<file path="src/rtl/xyt_frame_rx.sv">
// Serial frame receiver: sync pulse, 6 data bits MSB first, even parity, stop bit.
// Accepted frames appear as {2'b11, t, y, x} one clock after the stop strobe.
module xyt_frame_rx #(
   parameter int unsigned TIMEOUT = 255
) (
   input  logic       clk,
   input  logic       rst_n,
   input  logic       sync,
   input  logic       sdi,
   input  logic       sdi_vld,
   output logic [7:0] frame_out,
   output logic       frame_stb,
   output logic [3:0] err_cnt,
   output logic       busy
);

   typedef enum logic [1:0] {IDLE, DATA, PARITY, STOP} state_t;

   // A stalled frame is dropped on the edge where the idle-cycle count would reach TIMEOUT.
   localparam logic [7:0] TMO_LAST = 8'(TIMEOUT - 1);

   state_t     state, state_d;
   logic [5:0] sreg, sreg_d;
   logic [2:0] bit_cnt, bit_cnt_d;
   logic       par, par_d;
   logic [7:0] tcnt, tcnt_d;
   logic [7:0] fo_d;
   logic       stb_d;
   logic       err_inc;
   logic       tmo;
   logic       frame_good;

   assign busy       = (state != IDLE);
   assign tmo        = busy && !sdi_vld && (tcnt == TMO_LAST);
   assign frame_good = !(^sreg ^ par) && sdi;

   // State and output registers
   always_ff @(posedge clk) begin
      if (!rst_n) begin
         state     <= IDLE;
         sreg      <= '0;
         bit_cnt   <= '0;
         par       <= 1'b0;
         tcnt      <= '0;
         frame_out <= '0;
         frame_stb <= 1'b0;
         err_cnt   <= '0;
      end else begin
         state     <= state_d;
         sreg      <= sreg_d;
         bit_cnt   <= bit_cnt_d;
         par       <= par_d;
         tcnt      <= tcnt_d;
         frame_out <= fo_d;
         frame_stb <= stb_d;
         if (err_inc && (err_cnt != 4'hF))
            err_cnt <= err_cnt + 4'd1;
      end
   end

   // Next state; sync outranks a strobe, which outranks the timeout
   always_comb begin
      state_d   = state;
      sreg_d    = sreg;
      bit_cnt_d = bit_cnt;
      par_d     = par;
      tcnt_d    = tcnt;
      if (sync) begin
         state_d   = DATA;
         sreg_d    = '0;
         bit_cnt_d = '0;
         tcnt_d    = '0;
      end else if (busy) begin
         if (sdi_vld) begin
            tcnt_d = '0;
            case (state)
               DATA: begin
                  sreg_d    = {sreg[4:0], sdi};
                  bit_cnt_d = bit_cnt + 3'd1;
                  if (bit_cnt == 3'd5)
                     state_d = PARITY;
               end
               PARITY: begin
                  par_d   = sdi;
                  state_d = STOP;
               end
               STOP:    state_d = IDLE;
               default: state_d = IDLE;
            endcase
         end else if (tmo) begin
            state_d = IDLE;
            tcnt_d  = '0;
         end else begin
            tcnt_d = tcnt + 8'd1;
         end
      end
   end

   // Frame result; every rejection path raises err_inc exactly once
   always_comb begin
      fo_d    = frame_out;
      stb_d   = 1'b0;
      err_inc = 1'b0;
      if (sync) begin
         if (busy) begin
            fo_d    = '0;
            err_inc = 1'b1;
         end
      end else if ((state == STOP) && sdi_vld) begin
         if (frame_good) begin
            fo_d  = {2'b11, sreg};
            stb_d = 1'b1;
         end else begin
            fo_d    = '0;
            err_inc = 1'b1;
         end
      end else if (tmo) begin
         fo_d    = '0;
         err_inc = 1'b1;
      end
   end

endmodule
</file>
<file path="config.mk">
export PLATFORM = sky130hd
export DESIGN_NAME = xyt_frame_rx
export DESIGN_NICKNAME = d
export VERILOG_FILES = /design/src/rtl/xyt_frame_rx.sv
export SDC_FILE = /design/constraint.sdc
export NUM_CORES = 1
export LEC_CHECK = 0
export ABC_AREA = 1
export CORE_MARGIN = 10
export CORE_UTILIZATION = 50
export CTS_BUF_LIST = sky130_fd_sc_hd__clkbuf_4
export DETAILED_ROUTE_END_ITERATION = 8
export GPL_TIMING_DRIVEN = 0
export PLACE_DENSITY_LB_ADDON = 0.15
export SLEW_MARGIN = 20
export SYNTH_ARGS = -nofsm -noshare
export SYNTH_HDL_FRONTEND = slang
export SYNTH_SLANG_ARGS = --single-unit
export TNS_END_PERCENT = 50
</file>
<file path="constraint.sdc">
create_clock -name clk -period 1.85 [get_ports clk]
set_input_delay 0.37 -clock clk [delete_from_list [all_inputs] [get_ports clk]]
set_output_delay 0.37 -clock clk [all_outputs]
set_load 0.01 [all_outputs]
</file>
==> out/qor.txt <==
Status -> finished, final reports clean
Cell Area, Synth -> 1590 sq um
Endpoints failing setup -> 0
Antenna diodes -> 0
Layout area overhead -> 18.1%
Final Wtd Congestion -> 0.766
GRT overflow -> 0
Reg power frac -> 0.576
Initial DRC Count -> 64
Final wirelength -> 3.28 mm
Seq/Total Area, Yosys -> 0.404
Width of the die -> 76.3 um
Kind of critical path -> flop to primary output
Vias in the first global route -> 1,286
Max-Cap Viols -> 0
Post-synthesis compound-gate area fraction -> 0.109
Multiplexer share of the synthesized area -> 0
Startpoint types -> flop
Wire per inst -> 11.7 um
PwrDens -> 659 nW/um^2
Internal power -> 0.000920 W
Via density -> 4.97
HPWL Detailed -> 2.52 mm
CTS buffer count -> 5
Largest area contributor in the netlist -> dfxtp_1
DP Area -> 1810 sq um
Hold buffer count at cts -> 0
Initial antenna violation count -> 0
Pin count of the biggest net entering global routing -> 11
Yosys top cell area share -> 0.404
Nets -> 249
RSZ-0062 raised after global routing -> no
Syn avg cell area -> 7.52 sq um
Standard-cell rows -> 20
Clock group share of total power -> 0.321
R2R depth -> 10
Non-filler cells, final -> 280
Fin crit period -> 1.73 ns
Core Box Area -> 3050 sq um
Post-synthesis cell count -> 211
Post-route cell area -> 1870 sq um
Primary FF master, synth -> dfxtp_1
CTS tree -> built
Clock H-tree levels -> 2
Largest family of logic cells by synthesized area -> simple AND/OR/NAND/NOR gates
Final critical-path share of the clock period -> 0.933
Worst-margin pin slew -> 0.329 ns
Grt peak-use layer -> met2
Clock Pin Slew Worst Setup and Hold Paths -> 0.09 ns
Most common cell in the netlist -> nand2_1
Combinational share of power -> 0.104
Post-Route Skew -> 0.00649 ns
Root Driver -> clkbuf_4
Max-slew headroom -> 0.780
Die height -> 76.3 um
Simple-Gate Fraction of Synth Area -> 0.300
CP required -> 1.48 ns
Clock Path Buffers -> 2
CP Max Fanout -> 10
GRT Total Usage -> 0.113
I/O Buffers -> 17
Worst hold slack -> 0.373 ns
Warnings, synthesis -> 0
Crit path DAT -> 1.36 ns
Initial Util -> 0.520
Via count -> 1,391
Async S/R FF share, synth -> 0
1st-pass router iterations -> 4
Leakage -> 0.796 nW
Max-slew violations -> 0
DR DRC count -> 0
I/O pin count -> 19
Peak supply drop -> 0.000423 V
Synth cell types -> 26
Fraction of layout instances using a drive strength above 1 -> 0.140
Sw Ratio -> 0.254
Max Fclk -> 580 MHz
Met3 usage -> 0.0448
Seq cells post-synth -> 32
Switch Pwr -> 0.000314 W
Top post-synthesis cells by area -> dfxtp_1 40%, nand2_1 11%, ha_1 7.1%
Skew-Pair Late Insertion Delay -> 0.32 ns
Met1 capacity usage during global routing -> 0.122
Xor/xnor share of the synthesized area -> 0.0386
Clock Sinks -> 32
Top post-synthesis cells by count -> 45 x nand2_1, 32 x dfxtp_1, 21 x inv_1
Placed cell count -> 272
Post-synthesis adder-cell area fraction -> 0.0710
Crit path capture type -> primary output
Setup Buffers After CTS -> 0
Met2 usage -> 0.202
Syn_nets -> 225
Hold Vio Cnt, Final -> 0
Final ANT Viol Nets -> 0
EDFF count, synth -> 0
WHS Path Cells -> 3
Type of the tightest min-delay check -> input pin to flop
First-pass GRT wire length -> 5.60 mm
Die area -> 5830 sq um
## per-layer routing
layer,up-vias,part of all wire,routed length [um]
li1,730,-,-
met1,642,0.43,1410
met2,14,0.53,1720
met3,5,0.033,109
met4,0,0.010,33
met5,-,0,0
## placed cells by master (no fill, tap or decap)
cell             netlist  final
nor2_1                17     17
clkbuf_4               0      7
nand2_2                6      6
inv_2                  6      5
dfxtp_2                0      2
a211oi_1               2      2
a21oi_2                1      1
xor2_1                 5      5
o21ai_1                5      5
nor2_4                 1      1
nor3_1                 2      2
buf_2                  3      3
ha_1                   9      9
o21ai_0                7      7
clkdlybuf4s50_1        0     16
clkinv_1               0      1
inv_4                  0      1
and3_1                 2      2
clkdlybuf4s15_1        0      1
nand2_1               45     45
xnor2_1                2      2
nand3_2                3      3
dfxtp_1               32     30
buf_4                  1      1
a21oi_1               15     15
nor2_2                 2      2
o21bai_1               1      1
nand3_1               15     15
nor3_4                 1      1
a31oi_1                1      1
nand4_1                6      6
inv_1                 21     21
## worst max-delay path, cell delays in order, from the launching register on
cell and delay (ns):
dfxtp_2 0.36, inv_1 0.07, ha_1 0.25, inv_4 0.12
clkdlybuf4s15_1 0.25
## power groups by stage
stage	Combinational, W	Clock [W]	Sequential [W]
final	0.000128	0.000395	0.000710
after global routing	0.000144	0.000452	0.000713
after CTS	0.000126	0.000410	0.000710
after detailed placement	0.000127	0	0.000726
after global placement	0.000122	0	0.000725
after floorplan	0.0000862	0	0.000724
## through the flow
| step | TNS [ns] | util | power, W | setup WS (ns) |
|---|---|---|---|---|
| after floorplan | 0 | - | 0.000811 | 0.377 |
| after global placement | -0.0922 | 0.593 | 0.000847 | -0.0621 |
| after detailed placement | -0.189 | 0.593 | 0.000852 | -0.110 |
| after global routing | 0 | 0.614 | 0.00131 | 0.00662 |
| after CTS | 0 | 0.611 | 0.00125 | 0.00565 |
| final | 0 | 0.614 | 0.00123 | 0.125 |
## worst paths after layout
check,start,slack (ns),endpoint
setup / recovery,state[0],0.12,busy
hold / removal,sdi_vld,0.37,state[1]
setup reg to reg,state[0],0.20,state[0]
hold reg to reg,frame_out[3],0.47,frame_out[3]
## what timing repair did
action,CTS,global route
endpoints found under the setup margin,1,3
endpoints found under the hold margin,0,0
resized for setup,1,4
## sequential cells by signal, indices dropped and copies added (netlist names)
register   cells
tcnt           8
frame_stb      1
err_cnt        4
frame_out      7
bit_cnt        3
par            1
state          2
sreg           6
## cell type report
class / instances / area (sq um)
clock buffers: 7 / 52.6
flip-flops and latches: 32 / 643
clock inverters: 1 / 3.75
repair buffers: 17 / 170
multi-input cells: 148 / 822
plain buffers: 4 / 22.5
fillers: 292 / 1180
inverters: 27 / 104
well taps: 44 / 55.1
## cells by family (layout without fill, tap and decap cells)
family / Yosys count / in the layout
buffers and inverters: 31 / 56
adders and majority gates: 9 / 9
xor gates and xnor gates: 7 / 7
and+or+nand+nor: 100 / 100
AOI/OAI and AO/OA: 32 / 32
DFF: 32 / 32
Note: power is estimated with default switching activity, not from simulation.
